<file path="config.mk">
export PLATFORM = sky130hd
export DESIGN_NAME = latency_monitor
export DESIGN_NICKNAME = d
export VERILOG_FILES = /design/src/rtl/latmon_pkg.sv /design/src/rtl/latmon_channel.sv /design/src/rtl/latency_monitor.sv
export SDC_FILE = /design/constraint.sdc
export NUM_CORES = 1
export LEC_CHECK = 0
export CORE_ASPECT_RATIO = 1.4
export CORE_MARGIN = 8
export CORE_UTILIZATION = 56
export CTS_CLUSTER_SIZE = 30
export DETAILED_ROUTE_END_ITERATION = 10
export GPL_ROUTABILITY_DRIVEN = 0
export HOLD_SLACK_MARGIN = 0.06
export PLACE_DENSITY_LB_ADDON = 0.05
export SYNTH_ARGS = -nofsm -noshare
export SYNTH_HDL_FRONTEND = slang
export SYNTH_HIERARCHICAL = 1
export SYNTH_SLANG_ARGS = --single-unit
export TNS_END_PERCENT = 50
</file>
<file path="constraint.sdc">
create_clock -name clk -period 6.53 [get_ports clk]
set_input_delay 1.306 -clock clk [delete_from_list [all_inputs] [get_ports clk]]
set_output_delay 1.306 -clock clk [all_outputs]
set_load 0.1 [all_outputs]
</file>
<file path="src/rtl/latmon_pkg.sv">
// Shared definitions for the latency monitor: per-channel state encoding and
// register-index width.
package latmon_pkg;

  localparam int REG_IDX_W = 5;

  localparam logic [1:0] ST_IDLE   = 2'd0;
  localparam logic [1:0] ST_ARMED  = 2'd1;
  localparam logic [1:0] ST_TIMING = 2'd2;
  localparam logic [1:0] ST_DONE   = 2'd3;

  typedef enum logic [1:0] {
    S_IDLE   = ST_IDLE,
    S_ARMED  = ST_ARMED,
    S_TIMING = ST_TIMING,
    S_DONE   = ST_DONE
  } latmon_state_e;

endpackage

</file>
<file path="src/rtl/latmon_channel.sv">
// One latency-monitor channel: waits for its start PC, then counts cycles until
// the matching register writeback or timeout. Extra ports under LATENCY_MONITOR_MINMAX_EN.
module latmon_channel
  import latmon_pkg::*;
#(
  parameter int XLEN    = 32,
  parameter int CNT_W   = 16,
  parameter int TIMEOUT = 1000
) (
  input  logic                 clk,
  input  logic                 reset,
  input  logic                 arm_i,
  input  logic [XLEN-1:0]      arm_pc_i,
  input  logic [REG_IDX_W-1:0] arm_rd_i,
  input  logic [XLEN-1:0]      arm_exp_i,
  input  logic [XLEN-1:0]      pc_cur_i,
  input  logic                 wb_en_i,
  input  logic [REG_IDX_W-1:0] wb_rd_i,
  input  logic [XLEN-1:0]      wb_data_i,
  output logic [1:0]           state_o,
  output logic [CNT_W-1:0]     lat_o,
  output logic                 done_o,
  output logic                 pass_o,
  output logic                 timeout_o
`ifdef LATENCY_MONITOR_MINMAX_EN
  ,
  output logic                 fin_ok_o,
  output logic [CNT_W-1:0]     fin_lat_o
`endif
);

  localparam logic [CNT_W-1:0] TO_VAL = CNT_W'(TIMEOUT);

  latmon_state_e          state_q, state_d;
  logic [XLEN-1:0]        pc_q, pc_d;
  logic [REG_IDX_W-1:0]   rd_q, rd_d;
  logic [XLEN-1:0]        exp_q, exp_d;
  logic [CNT_W-1:0]       cnt_q, cnt_d;
  logic [CNT_W-1:0]       lat_q, lat_d;
  logic                   done_q, done_d;
  logic                   pass_q, pass_d;
  logic                   to_q, to_d;

  always_comb begin
    state_d = state_q;
    pc_d    = pc_q;
    rd_d    = rd_q;
    exp_d   = exp_q;
    cnt_d   = cnt_q;
    lat_d   = lat_q;
    done_d  = done_q;
    pass_d  = pass_q;
    to_d    = to_q;
    // A new arm overrides whatever the channel was doing this cycle.
    if (arm_i) begin
      state_d = S_ARMED;
      pc_d    = arm_pc_i;
      rd_d    = arm_rd_i;
      exp_d   = arm_exp_i;
      cnt_d   = '0;
      lat_d   = '0;
      done_d  = 1'b0;
      pass_d  = 1'b0;
      to_d    = 1'b0;
    end else begin
      case (state_q)
        S_ARMED: begin
          if (pc_cur_i == pc_q) begin
            if (rd_q == '0) begin
              state_d = S_DONE;
              lat_d   = '0;
              done_d  = 1'b1;
              pass_d  = 1'b1;
            end else begin
              state_d = S_TIMING;
              cnt_d   = CNT_W'(1);
            end
          end
        end
        S_TIMING: begin
          // A matching writeback beats the timeout when both land on the same cycle.
          if (wb_en_i && (wb_rd_i == rd_q)) begin
            state_d = S_DONE;
            lat_d   = cnt_q;
            done_d  = 1'b1;
            pass_d  = (wb_data_i == exp_q);
          end else if (cnt_q == TO_VAL) begin
            state_d = S_DONE;
            lat_d   = TO_VAL;
            done_d  = 1'b1;
            pass_d  = 1'b0;
            to_d    = 1'b1;
          end else begin
            cnt_d = cnt_q + CNT_W'(1);
          end
        end
        default: ;
      endcase
    end
  end

  always_ff @(posedge clk or posedge reset) begin
    if (reset) begin
      state_q <= S_IDLE;
      pc_q    <= '0;
      rd_q    <= '0;
      exp_q   <= '0;
      cnt_q   <= '0;
      lat_q   <= '0;
      done_q  <= 1'b0;
      pass_q  <= 1'b0;
      to_q    <= 1'b0;
    end else begin
      state_q <= state_d;
      pc_q    <= pc_d;
      rd_q    <= rd_d;
      exp_q   <= exp_d;
      cnt_q   <= cnt_d;
      lat_q   <= lat_d;
      done_q  <= done_d;
      pass_q  <= pass_d;
      to_q    <= to_d;
    end
  end

  assign state_o   = state_q;
  assign lat_o     = lat_q;
  assign done_o    = done_q;
  assign pass_o    = pass_q;
  assign timeout_o = to_q;

`ifdef LATENCY_MONITOR_MINMAX_EN
  // Completion strobe for the cycle that moves the channel into DONE with a pass.
  assign fin_ok_o  = (state_d == S_DONE) && (state_q != S_DONE) && pass_d;
  assign fin_lat_o = lat_d;
`endif

endmodule

</file>
<file path="src/rtl/latency_monitor.sv">
// Multi-channel instruction latency monitor. Define LATENCY_MONITOR_MINMAX_EN to
// add lat_min/lat_max tracking over all passing completions.
module latency_monitor
  import latmon_pkg::*;
#(
  parameter int NUM_CH  = 4,
  parameter int XLEN    = 32,
  parameter int CNT_W   = 16,
  parameter int TIMEOUT = 1000
) (
  input  logic                        clk,
  input  logic                        reset,
  input  logic [NUM_CH-1:0]           arm,
  input  logic [NUM_CH*XLEN-1:0]      arm_pc,
  input  logic [NUM_CH*REG_IDX_W-1:0] arm_rd,
  input  logic [NUM_CH*XLEN-1:0]      arm_exp,
  input  logic [XLEN-1:0]             pc_current,
  input  logic                        wb_en,
  input  logic [REG_IDX_W-1:0]        wb_rd,
  input  logic [XLEN-1:0]             wb_data,
  output logic [NUM_CH*2-1:0]         ch_state,
  output logic [NUM_CH*CNT_W-1:0]     latency,
  output logic [NUM_CH-1:0]           done,
  output logic [NUM_CH-1:0]           pass,
  output logic [NUM_CH-1:0]           timeout,
  output logic                        any_fail
`ifdef LATENCY_MONITOR_MINMAX_EN
  ,
  output logic [CNT_W-1:0]            lat_min,
  output logic [CNT_W-1:0]            lat_max
`endif
);

  if ((NUM_CH < 1) || (NUM_CH > 16)) begin : g_bad_num_ch
    $error("latency_monitor: NUM_CH must be in 1..16");
  end
  if ((TIMEOUT < 1) || (longint'(TIMEOUT) > ((longint'(1) << CNT_W) - 1))) begin : g_bad_timeout
    $error("latency_monitor: TIMEOUT must be in 1..2**CNT_W-1");
  end

`ifdef LATENCY_MONITOR_MINMAX_EN
  logic [NUM_CH-1:0]       fin_ok;
  logic [NUM_CH*CNT_W-1:0] fin_lat;
`endif

  for (genvar i = 0; i < NUM_CH; i++) begin : g_ch
    latmon_channel #(
      .XLEN    (XLEN),
      .CNT_W   (CNT_W),
      .TIMEOUT (TIMEOUT)
    ) u_ch (
      .clk       (clk),
      .reset     (reset),
      .arm_i     (arm[i]),
      .arm_pc_i  (arm_pc[i*XLEN +: XLEN]),
      .arm_rd_i  (arm_rd[i*REG_IDX_W +: REG_IDX_W]),
      .arm_exp_i (arm_exp[i*XLEN +: XLEN]),
      .pc_cur_i  (pc_current),
      .wb_en_i   (wb_en),
      .wb_rd_i   (wb_rd),
      .wb_data_i (wb_data),
      .state_o   (ch_state[i*2 +: 2]),
      .lat_o     (latency[i*CNT_W +: CNT_W]),
      .done_o    (done[i]),
      .pass_o    (pass[i]),
      .timeout_o (timeout[i])
`ifdef LATENCY_MONITOR_MINMAX_EN
      ,
      .fin_ok_o  (fin_ok[i]),
      .fin_lat_o (fin_lat[i*CNT_W +: CNT_W])
`endif
    );
  end

  assign any_fail = |(done & ~pass);

`ifdef LATENCY_MONITOR_MINMAX_EN
  logic [CNT_W-1:0] lat_min_q, lat_min_d;
  logic [CNT_W-1:0] lat_max_q, lat_max_d;

  // Fold every passing completion of this cycle into the running extremes.
  always_comb begin
    lat_min_d = lat_min_q;
    lat_max_d = lat_max_q;
    for (int i = 0; i < NUM_CH; i++) begin
      if (fin_ok[i]) begin
        if (fin_lat[i*CNT_W +: CNT_W] < lat_min_d) lat_min_d = fin_lat[i*CNT_W +: CNT_W];
        if (fin_lat[i*CNT_W +: CNT_W] > lat_max_d) lat_max_d = fin_lat[i*CNT_W +: CNT_W];
      end
    end
  end

  always_ff @(posedge clk or posedge reset) begin
    if (reset) begin
      lat_min_q <= '1;
      lat_max_q <= '0;
    end else begin
      lat_min_q <= lat_min_d;
      lat_max_q <= lat_max_d;
    end
  end

  assign lat_min = lat_min_q;
  assign lat_max = lat_max_q;
`endif

endmodule
</file>
Word level (Yosys, flattened, before mapping) --
Cells that the tools add are included.
Cells by class: reductions and logical operators 37, bitwise gates (word level) 2, add/sub/neg operators 4, mux-type cells 124, equal/unequal tests 52
Operator list (number):
- 16-bit 2-to-1 mux | 40
- 32-bit == test | 8
- 16-bit case mux with 2 select lines | 8
- 16-bit by 1-bit adder with 16-bit output (second input constant) | 4
- 16-bit by 10-bit == test with 1-bit output (second input constant) | 4
- 1-bit 2-to-1 mux | 48
- 3-bit != test (second input constant) | 12
- 2-bit 2-to-1 mux | 16
- 3-bit by 2-bit != test with 1-bit output (second input constant) | 8
- 3-bit AND reduction | 8
- 5-bit == test | 4
- 5-bit logical NOT | 4
- 5-bit AND reduction | 4
- 4-bit by 2-bit != test with 1-bit output (second input constant) | 4
- 1-bit case mux with 2 select lines | 8
- 2-bit case mux with 2 select lines | 4
- 4-bit AND reduction | 4
- 2-bit nonzero test | 8
- 3-bit nonzero test | 4
- 2-bit by 1-bit == test with 1-bit output (second input constant) | 4
- 2-bit == test (second input constant) | 4
- 2-bit != test (second input constant) | 4
- 4-bit bitwise AND | 1
- 1-bit logical AND | 4
- other kinds (2) | 2
Storage, ports and cells: bits in registers 424, output and inout bits 85, word-level logic and storage cells 255, bits of input ports 352

Longest topological paths before layout --
Gate-level depths: netlist (run 1).
depth after elaboration 5, mapped depth 9, mapped depth without buffers 7

By module --
Netlist (run 1), hierarchy kept.
Modules (own cells, without submodules):
- latmon_channel (g_ch[0].u_ch ...) | instances 3, cells an instance 430, area each 5182.5 um^2, sequential area each 2652.5 um^2
- latmon_channel (g_ch[3].u_ch) | instances 1, cells an instance 425, area each 5196.2 um^2, sequential area each 2652.5 um^2
- latency_monitor | instances 1, cells an instance 5, area each 37.5 um^2, sequential area each 0.0 um^2

Worst setup path after synthesis (run 1) --
No wires, ideal clock.
kind reg2out, from reg g_ch[3].u_ch.done_q, to out any_fail, arrival 1.985 ns, path slack 3.239 ns, cell stages (with the launch flop) 3, path buffers 0, data required time 5.224 ns, cells stage by stage dfrtp_1 > inv_1 > o2111ai_2
Between the ends: word-level cells in the longest chain between the ends 2
Ends and longest elaborated chain:
- start, declared | RTL line latmon_channel.sv:40 | logic done_q, done_d;
- start signal, assigned | RTL line latmon_channel.sv:120 | done_q <= done_d;
- 4-bit bitwise AND | RTL line latency_monitor.sv:75 | assign any_fail = |(done & ~pass);
- 4-bit OR reduction | RTL line latency_monitor.sv:75
- end, declared | RTL line latency_monitor.sv:26 | output logic any_fail
Every way passes these cells.

Final worst setup path (run 1) --
from in pc_current[25], to reg g_ch[1].u_ch.lat_q[10]
Between the ends: word-level cells in the longest chain between the ends 3
Ends and longest elaborated chain:
- start, declared | RTL line latency_monitor.sv:17 | input logic [XLEN-1:0] pc_current,
- 32-bit == test | RTL line latmon_channel.sv:68 | if (pc_cur_i == pc_q) begin
- 3-bit by 2-bit != test with 1-bit output (no source line)
- 4-bit AND reduction (no source line)
- end signal, assigned | RTL line latmon_channel.sv:119 | lat_q <= lat_d;
- end, declared | RTL line latmon_channel.sv:39 | logic [CNT_W-1:0] lat_q, lat_d;
Every way passes these cells. A chain may end at the register's enable or synchronous reset.

==> run metrics, run 1 <==
Final setup viols 0; net count after synthesis 2080; GRT Resource Usage Total 28.8%; critical path class input port to flop; first-pass GRT wire length 97200 um; Clk Tree Root Cell clkbuf_16; layout cells sized above 1 18.2%; crit path from pc_current[25]; setup slack after layout 2.49 ns; flop and latch count out of synthesis around 420; I/O pins 437; # DRC 0; synthesized instance count 1720; ys flop type dfrtp_1; Vias between 15000 and 20000; CTS tree done; clk_skew approximately 0.014 ns; CTS Sinks 424; Routed WL per cell 23.8 um; Placed Instances 2567; FFs w/ async S/R, synth 100%; initial antenna violation count 33; die width 179 um; hpwl dp around 48000 um; register area share after synthesis 51.1%; post-synthesis mux area share 16.5%; uppermost layer routed met5; grt ovf 0; complex-gate fraction of the synthesized area approximately 7%; CP Data Required Time 6.97 ns; Setup TNS 0 ns; Placement Cell Area 0.0255 sq mm; TritonRoute pass-1 iters 6; die area 0.0436 sq mm; Final ANT Viol Nets 0; Initial Util 56.7%; Simple-Gate Fraction of Synth Area 10.5%; Syn Area/Cell 12.1 sq um; Worst-path clk slew 0.06 ns; Hold Path Stages 1; Slew @ Worst Pin 1.14 ns; met2 wire len roughly 33000 um; Synth Warn # 6; EDFF count, synth 0; final hold violation count 0; met1 wire length 23400 um; adder-cell share of the synthesized area less than 1%; final non-filler cell total roughly 2700; fin nets 2504; Clock Path Buffers 3; IO buf count ~440; post-CTS resize count 0; largest family of logic cells by synthesized area multiplexers; CP endpoint kind flop; Slew Viols, Final 0; Die Ht 244 um; reg2reg start g_ch[1].u_ch/pc_q[25]; fin area 0.0269 sq mm; status complete, no violations; Distinct cells, synth 56; H-tree depth 2; Setup Fix Bufs, Post-CTS 0; R2R cell count 7; achievable clock frequency 0.248 GHz; CP endpoint g_ch[1].u_ch/lat_o[10]; Synth Cell Area between 0.02 and 0.025 sq mm; Worst-Skew Late Latency 0.56 ns; number of buffers created by CTS 42; crit-path max FO 18; IR drop worst, VDD 0.312 mV; leakage 11.0 nW; arrival time at the worst endpoint 4.48 ns; P&R area growth vs syn 29.7%; hold buffer count at cts 0; share of the cycle needed by the critical path after routing 61.9%; total routed wirelength 63500 um; Power Density 255 mW/mm^2; DP Worst Slack 1.98 ns; Core Region roughly 0.037 sq mm; final hold slack around 0.5 ns; worst hold path class flop to flop; vias in the first global route 16792; Rel. slew slack 23.4%; vias per cell 5.83; largest net degree at the start of global routing 74; MaxCap Viol Count 0; unrepaired setup endpoints after global routing no; Iteration-0 DRC Markers 963; metal3 WL 4670 um; Worst R2R End g_ch[1].u_ch/lat_o[10]; fin crit period 4.04 ns; Worst R2R Setup Slack 3.41 ns; XOR/XNOR share of the synthesized area 11.6%; Critical Path Start Type input port; site row count 83
==> cells in the mapped netlist (5+ instances only) <==
library cell / number / area share [%]
dfrtp_1: 424 / 51
clkbuf_1: 49 / 0.89
a21oi_1: 12 / 0.29
mux2i_1: 28 / 1.3
or3_1: 10 / 0.30
a21o_1: 14 / 0.51
o31ai_1: 17 / 0.61
nor3b_1: 8 / 0.29
nor3_1: 23 / 0.55
nor2b_1: 5 / 0.15
ha_1: 8 / 0.48
o22a_1: 11 / 0.46
o21ai_0: 39 / 0.94
nor4_1: 33 / 0.99
nor2_1: 62 / 1.1
xor2_1: 16 / 0.67
nor3_2: 7 / 0.34
mux2_2: 279 / 15
nor4b_1: 9 / 0.38
buf_1: 7 / 0.13
nand2_1: 57 / 1.0
a22o_1: 36 / 1.5
nand2b_1: 12 / 0.36
nand3_2: 9 / 0.43
buf_6: 11 / 0.60
a31oi_1: 7 / 0.21
nand3_1: 39 / 0.94
a41oi_1: 10 / 0.42
xnor2_1: 260 / 11
inv_1: 57 / 1.0
a211o_1: 19 / 0.80
nand4_1: 70 / 2.1
and3_1: 20 / 0.60
==> state kept, by name (all words and copies together), names as in the netlist <==
name and count:
g_ch.u_ch/lat_o 64, g_ch.u_ch/rd_q 20, g_ch.u_ch/cnt_q 64, g_ch.u_ch/state_o 8
g_ch.u_ch/pc_q 128, g_ch.u_ch/timeout_o 4, g_ch.u_ch/done_o 4, g_ch.u_ch/exp_q 128
g_ch.u_ch/pass_o 4
==> routing by layer <==
metal | global-route usage [%] | vias to the layer above
met3 | 7.90 | 149
met2 | 49.1 | 561
li1 | - | 7052
met4 | 13.9 | 16
met5 | 0 | -
met1 | 32.6 | 7783
==> kinds of logic after synthesis <==
group	after synthesis
flops	424
simple gates	384
mux	308
xor+xnor	276
compound gates	192
buf+inv	128
fa+ha+maj	8
==> through the flow <==
step           util (%)  power, mW
5_1_grt            73.5       7.11
4_1_cts            73.3       6.90
3_5_place_dp       69.5       4.43
3_3_place_gp       69.5       4.39
6_report           73.5       6.86
2_1_floorplan         -       3.92
==> report_power, final <==
group	switching (mW)	total, mW	internal [mW]
Combinational	0.729	1.36	0.636
Clock	1.01	2.47	1.46
Sequential	0.183	3.02	2.84
Total	1.92	6.86	4.94
==> worst min-delay path by stage <==
stage | from | end
final | g_ch[1].u_ch/lat_o[11] | g_ch[1].u_ch/lat_o[11]
after global routing | g_ch[0].u_ch/lat_o[2] | g_ch[0].u_ch/lat_o[2]
after CTS | g_ch[0].u_ch/lat_o[2] | g_ch[0].u_ch/lat_o[2]
after detailed placement | g_ch[1].u_ch/timeout_o | g_ch[1].u_ch/timeout_o
after global placement | g_ch[2].u_ch/lat_o[0] | g_ch[2].u_ch/lat_o[0]
after floorplan | g_ch[0].u_ch/exp_q[30] | g_ch[0].u_ch/exp_q[30]
==> cell type report <==
type / instances / area (sq um)
diodes: 27 / 67.6
repair buffers: 451 / 4470
inverters: 57 / 224
well taps: 467 / 584
flip-flops and latches: 424 / 10600
clock inverters: 9 / 120
fillers: 2607 / 9720
clock buffers: 64 / 1280
multi-input cells: 1168 / 9590
==> layout by cell type, fill, tap and decap left out, types with 16 or more instances in the layout <==
master | synthesis | layout
a211o_1 | 19 | 19
buf_4 | 0 | 19
o21ai_0 | 39 | 39
clkdlybuf4s50_1 | 0 | 432
nor4_1 | 33 | 33
xnor2_1 | 260 | 260
mux2_2 | 279 | 279
nand3_1 | 39 | 39
xor2_1 | 16 | 16
diode_2 | 0 | 27
mux2i_1 | 28 | 28
nand2_1 | 57 | 57
and3_1 | 20 | 20
o31ai_1 | 17 | 17
dfrtp_1 | 424 | 424
inv_1 | 57 | 53
nor3_1 | 23 | 23
nand4_1 | 70 | 70
a22o_1 | 36 | 36
nor2_1 | 62 | 62
clkbuf_16 | 0 | 45
==> worst max-delay path, cell delays in order <==
cell and delay [ns]:
clkdlybuf4s50_1 0.52, xnor2_1 0.27, nand4_1 0.18, nor4_1 0.71, a211oi_1 0.19, buf_4 0.24
or3_1 0.70, a22o_1 0.36
(Power assumes the default switching activity.)
==> run 2: changes to the inputs <==
--- a/config.mk
+++ b/config.mk
@@ -7,7 +7,7 @@
 export LEC_CHECK = 0
 export CORE_ASPECT_RATIO = 1.4
 export CORE_MARGIN = 8
-export CORE_UTILIZATION = 56
+export CORE_UTILIZATION = 52
 export CTS_CLUSTER_SIZE = 30
 export DETAILED_ROUTE_END_ITERATION = 10
 export GPL_ROUTABILITY_DRIVEN = 0
==> constraint.sdc (replaced) <==
create_clock -name clk -period 3.73 [get_ports clk]
set_input_delay 0.746 -clock clk [delete_from_list [all_inputs] [get_ports clk]]
set_output_delay 0.746 -clock clk [all_outputs]
set_load 0.1 [all_outputs]
==> run metrics, run 2 (synthesis results as in run 1) <==
final hold violation count 0 (unchanged); Slew Viols, Final 0 (unchanged); critical path class input port to flop (unchanged); cell at the slowest stage of the critical path nor4_1 (unchanged); Worst R2R End g_ch[1].u_ch/lat_o[4] (was g_ch[1].u_ch/lat_o[10]); fin nets 2533 (was 2504); vias in the first global route 16666 (was 16792); I/O pins 437 (unchanged); CP Data Required Time 4.18 ns (was 6.97 ns); H-tree depth 2 (unchanged); vias per cell 5.61 (was 5.83); Clk Tree Root Cell clkbuf_16 (unchanged); Initial Util 52.8% (was 56.7%); hpwl dp 48400 um (was 47800 um); Critical Path Start Type input port (unchanged); first-pass GRT wire length 97000 um (was 97200 um); largest net degree at the start of global routing 72 (was 74); IR drop worst, VDD 0.408 mV (was 0.312 mV); Worst-path clk slew 0.06 ns (about the same); total routed wirelength 62900 um (was 63500 um); most common cell after layout, fill and taps aside clkdlybuf4s50_1 (unchanged); crit-path max FO 18 (unchanged); Die Ht 253 um (was 244 um); CP delay by family, top simple AND/OR/NAND/NOR gates (unchanged); die width 185 um (was 179 um); grt ovf 0 (unchanged); CTS Sinks 424 (unchanged); post-CTS resize count 0 (unchanged); status complete, no violations (unchanged); number of buffers created by CTS 44 (was 42); Slew @ Worst Pin 1.10 ns (was 1.14 ns); Clock Path Buffers 3 (unchanged); MaxCap Viol Count 0 (unchanged); achievable clock frequency 0.317 GHz; Iteration-0 DRC Markers 783 (was 963); final hold slack 0.497 ns (was 0.502 ns); GRT Resource Usage Total 26.9% (was 28.8%); CP endpoint g_ch[1].u_ch/lat_o[4] (was g_ch[1].u_ch/lat_o[10]); Worst R2R Setup Slack 0.94 ns (was 3.41 ns); DP Worst Slack -0.0460 ns (was 1.98 ns); worst path bufs/invs 2 (unchanged); Worst-Skew Late Latency 0.56 ns (about the same); clk_skew 0.0202 ns (was 0.0135 ns); R2R cell count 7 (unchanged); TritonRoute pass-1 iters 5 (was 6); CTS tree done (unchanged); worst hold path class flop to flop (unchanged); layout cells sized above 1 19.9% (was 18.2%); Vias 15422 (was 15561); Routed WL per cell 22.9 um (was 23.8 um); site row count 86 (was 83); Crit path depth 8 (unchanged); share of the cycle needed by the critical path after routing between 80% and 90%; setup slack after layout 0.577 ns (was 2.49 ns); die area 0.0467 sq mm (was 0.0436 sq mm); # DRC 0 (unchanged); Final setup viols 0 (unchanged); Power Density 460 mW/mm^2 (was 255 mW/mm^2); Rel. slew slack 26.1% (was 23.4%); Core Region 0.0394 sq mm (was 0.0367 sq mm); fin crit period between 3 and 4 ns; crit-path cells clkdlybuf4s50_1 -> xnor2_1 -> nand4_1 -> nor4_1 -> a211oi_1 -> or3_1 -> buf_4 -> a22o_1 (was clkdlybuf4s50_1 -> xnor2_1 -> nand4_1 -> nor4_1 -> a211oi_1 -> buf_4 -> or3_1 -> a22o_1); initial antenna violation count 29 (was 33); most frequent cells in the layout clkdlybuf4s50_1, dfrtp_1, mux2_2 (unchanged); P&R area growth vs syn 32.2% (was 29.7%); CP endpoint kind flop (unchanged); IO buf count 436 (unchanged); arrival time at the worst endpoint 3.60 ns (was 4.48 ns); Regs by FF count g_ch.u_ch/exp_q x128, g_ch.u_ch/pc_q x128 (unchanged); crit path from pc_current[7] (was pc_current[25]); Final ANT Viol Nets 0 (unchanged); Setup Fix Bufs, Post-CTS 0 (unchanged); Layout Utilization 69.8% (was 73.5%); hold buffer count at cts 0 (unchanged); unrepaired setup endpoints after global routing no (unchanged); leakage 11.3 nW (was 11.0 nW); Crit path largest cell delay 0.65 ns (was 0.71 ns); reg2reg start g_ch[1].u_ch/pc_q[25] (unchanged)
run 2: cell types whose count changed in the layout (fill, tap and decap cells not counted), sizes merged:
cell | previous run | this run
buf | 19 | 51
diode | 27 | 17
bufinv | 3 | 10
clkdlybuf4s50 | 432 | 427
clkbuf | 64 | 61
clkinv | 6 | 4
inv | 57 | 59
clkinvlp | 0 | 1
run 2: layer usage:
metal  share of wire [%]  GRT usage, %
met5                0.26             0
met2                  52          48.1
met4                 3.0          8.98
met3                 7.2          7.47
met1                  37          30.4
run 2: worst min path at each step:
stage / to / from / slack (ns) / depth (start not counted)
final: g_ch[0].u_ch/lat_o[0] / g_ch[0].u_ch/lat_o[0] / 0.50 / 1
after global routing: g_ch[0].u_ch/lat_o[0] / g_ch[0].u_ch/lat_o[0] / 0.51 / 1
after CTS: g_ch[0].u_ch/lat_o[0] / g_ch[0].u_ch/lat_o[0] / 0.50 / 1
after detailed placement: g_ch[0].u_ch/lat_o[0] / g_ch[0].u_ch/lat_o[0] / 0.48 / 1
after global placement: g_ch[1].u_ch/timeout_o / g_ch[1].u_ch/timeout_o / 0.48 / 2
after floorplan: g_ch[0].u_ch/exp_q[30] / g_ch[0].u_ch/exp_q[30] / 0.50 / 1
run 2: metrics by stage:
stage	cells	area [sq um]	power [mW]	setup TNS, ns
2_1_floorplan	1720	20800	6.87	0
3_3_place_gp	2655	25800	7.72	0
3_5_place_dp	2655	25800	7.78	-0.380
4_1_cts	2733	27400	12.8	0
5_1_grt	2744	27500	13.1	0
6_report	2750	27500	12.6	0
run 2: cell type report:
| type | count | area (sq um) |
|---|---|---|
| multi-input cells | 1168 | 9590 |
| clock inverters | 17 | 345 |
| diodes | 17 | 42.5 |
| well taps | 528 | 661 |
| repair buffers | 478 | 4710 |
| clock buffers | 61 | 1300 |
| inverters | 57 | 224 |
| flip-flops and latches | 424 | 10600 |
| fillers | 2931 | 11900 |
run 2: report_power, final:
part / switching [mW] / internal (mW)
clock network: 1.84 / 3.11
registers: 0.308 / 4.97
logic: 1.27 / 1.14
total: 3.42 / 9.22
==> run 3: changes to the inputs <==
==> constraint.sdc (replaced) <==
create_clock -name clk -period 3 [get_ports clk]
set_input_delay 0.6 -clock clk [delete_from_list [all_inputs] [get_ports clk]]
set_output_delay 0.6 -clock clk [all_outputs]
set_load 0.1 [all_outputs]
==> run metrics, run 3 (synthesis results as in run 1) <==
Final setup viols 0 (unchanged); vias per cell 5.60 (was 5.61); Psw 4.23 mW (was 3.42 mW); area of the multi-input gates 0.00960 sq mm (was 0.00959 sq mm); layout cells sized above 1 25.4% (was 19.9%); Core Region 0.0394 sq mm (unchanged); crit-path max FO 18 (unchanged); Int Pwr 11.1 mW (was 9.22 mW); CP endpoint kind flop (unchanged); Clock Power Share 36.9% (was 39.2%); worst hold path class input port to flop (was flop to flop); grt ovf 0 (unchanged); FF/Latch Area 0.0106 sq mm (unchanged); Slew @ Worst Pin 0.886 ns (was 1.10 ns); Die Ht 253 um (unchanged); Layout Utilization 70.4% (was 69.8%); Worst-Skew Late Latency 0.55 ns (was 0.56 ns); status complete, no violations (unchanged); Initial Util 52.8% (unchanged); Slew Viols, Final 0 (unchanged); vias in the first global route 17041 (was 16666); final non-filler cell total 2827 (was 2750); achievable clock frequency ~0.34 GHz; leakage 11.7 nW (was 11.3 nW); GRT Resource Usage Total 27.1% (was 26.9%); CP Data Required Time 3.43 ns (was 4.18 ns); hpwl dp 49300 um (was 48400 um); Critical Path Start Type input port (unchanged); die width 185 um (unchanged); Clock Path Buffers 3 (unchanged); Regs by FF count g_ch.u_ch/exp_q x128, g_ch.u_ch/pc_q x128 (unchanged); most frequent cells in the layout dfrtp_1, clkdlybuf4s50_1, mux2_2 (was clkdlybuf4s50_1, dfrtp_1, mux2_2); die area 0.0467 sq mm (unchanged); Flop pwr share 42.9% (was 41.7%); final hold slack 0.383 ns (was 0.497 ns); CTS Sinks 424 (unchanged); Placed Instances 2720 (was 2655); sw frac 27.7% (was 27.0%); final hold violation count 0 (unchanged); TritonRoute pass-1 iters 5 (unchanged); fin area 0.0277 sq mm (was 0.0275 sq mm); site row count 86 (unchanged); largest net degree at the start of global routing 69 (was 72); I/O pins 437 (unchanged); Setup TNS 0 ns (unchanged); MaxCap Viol Count 0 (unchanged); hold buffer count at cts 0 (unchanged); setup slack after layout 0.0572 ns (was 0.577 ns); Final Power 15.3 mW (was 12.6 mW); Iteration-0 DRC Markers 940 (was 783); initial antenna violation count 34 (was 29); unrepaired setup endpoints after global routing no (unchanged); DP Worst Slack -0.512 ns (was -0.0460 ns); total routed wirelength 63900 um (was 62900 um); critical path class input port to flop (unchanged); CTS tree done (unchanged); Worst R2R Setup Slack 0.30 ns (was 0.94 ns); share of the cycle needed by the critical path after routing 98.1%; Power Density 551 mW/mm^2 (was 460 mW/mm^2); fin nets 2597 (was 2533); most common cell after layout, fill and taps aside dfrtp_1 (was clkdlybuf4s50_1); Vias 15819 (was 15422); P&R area growth vs syn 33.4% (was 32.2%); number of buffers created by CTS 43 (was 44); # DRC 0 (unchanged); Placement Cell Area 0.0262 sq mm (was 0.0258 sq mm); Clk Tree Root Cell clkbuf_16 (unchanged); H-tree depth 2 (unchanged); fin crit period 2.94 ns; Fillers 2924 (was 2931); arrival time at the worst endpoint 3.37 ns (was 3.60 ns); Routed WL per cell 22.6 um (was 22.9 um); Final ANT Viol Nets 0 (unchanged); IR drop worst, VDD 0.563 mV (was 0.408 mV); Worst-path clk slew 0.07 ns (was 0.06 ns); Comb pwr share 20.2% (was 19.1%); first-pass GRT wire length 97800 um (was 97000 um); clk_skew 0.0164 ns (was 0.0202 ns); IO buf count 436 (unchanged); Rel. slew slack 40.6% (was 26.1%)
-- run 3: cell types whose count changed in the layout (fill, tap and decap cells not counted), sizes merged --
| cell | before | now |
|---|---|---|
| buf | 51 | 196 |
| bufinv | 10 | 5 |
| clkbuf | 61 | 68 |
| clkdlybuf4s50 | 427 | 347 |
| clkinv | 4 | 6 |
| clkinvlp | 1 | 2 |
| diode | 17 | 28 |
| inv | 59 | 55 |
-- run 3: path summary, 6_finish.rpt --
kind / start / end / cells after the start
worst max-delay path: pc_current[10] / g_ch[0].u_ch/lat_o[10] / 10
worst min-delay path: arm[3] / g_ch[3].u_ch/timeout_o / 2
worst max register to register: g_ch[0].u_ch/pc_q[1] / g_ch[0].u_ch/lat_o[10] / 8
worst min register to register: g_ch[1].u_ch/lat_o[0] / g_ch[1].u_ch/lat_o[0] / 1
max in group asynchronous: reset / g_ch[3].u_ch/lat_o[9] / 3
min in group asynchronous: reset / g_ch[2].u_ch/lat_o[6] / 2
-- run 3: worst max-delay path, stage by stage --
cell	delay, ns
clkdlybuf4s50_1	0.51
buf_4	0.15
xnor2_1	0.11
nand4_1	0.17
nor4_1	0.62
buf_4	0.22
a211oi_1	0.12
or3_1	0.44
buf_12	0.18
a22o_1	0.24
-- run 3: final cells by class --
class / instances / area share, %
sequential: 424 / 38.3
multi-input combinational: 1168 / 34.6
timing repair buffer: 543 / 18.3
clock buffer: 68 / 4.70
tap: 528 / 2.38
inverter: 57 / 0.817
clock inverter: 11 / 0.650
antenna: 28 / 0.253
-- run 3: metal layers --
metal	vias to the layer above	GRT usage [%]	routed length, um
met5	-	0	98
met4	16	11.9	2450
met3	124	7.35	4580
met2	527	47.6	33300
met1	7917	30.3	23500
li1	7235	-	-
-- run 3: repair_timing --
item | in CTS | in global routing
setup buffers | 0 | 0
endpoints found under the hold margin | 0 | 0
setup endpoints to repair | 0 | 17
gates resized for setup | 0 | 1
-- run 3: power by group through the flow --
stage          Combinational (mW)  Clock (mW)  Sequential, mW
5_1_grt                      3.28        5.97            6.62
6_report                     3.08        5.64            6.56
2_1_floorplan                1.49           0            7.04
3_3_place_gp                 3.04           0            6.64
4_1_cts                      3.10        5.76            6.56
3_5_place_dp                 3.09           0            6.66
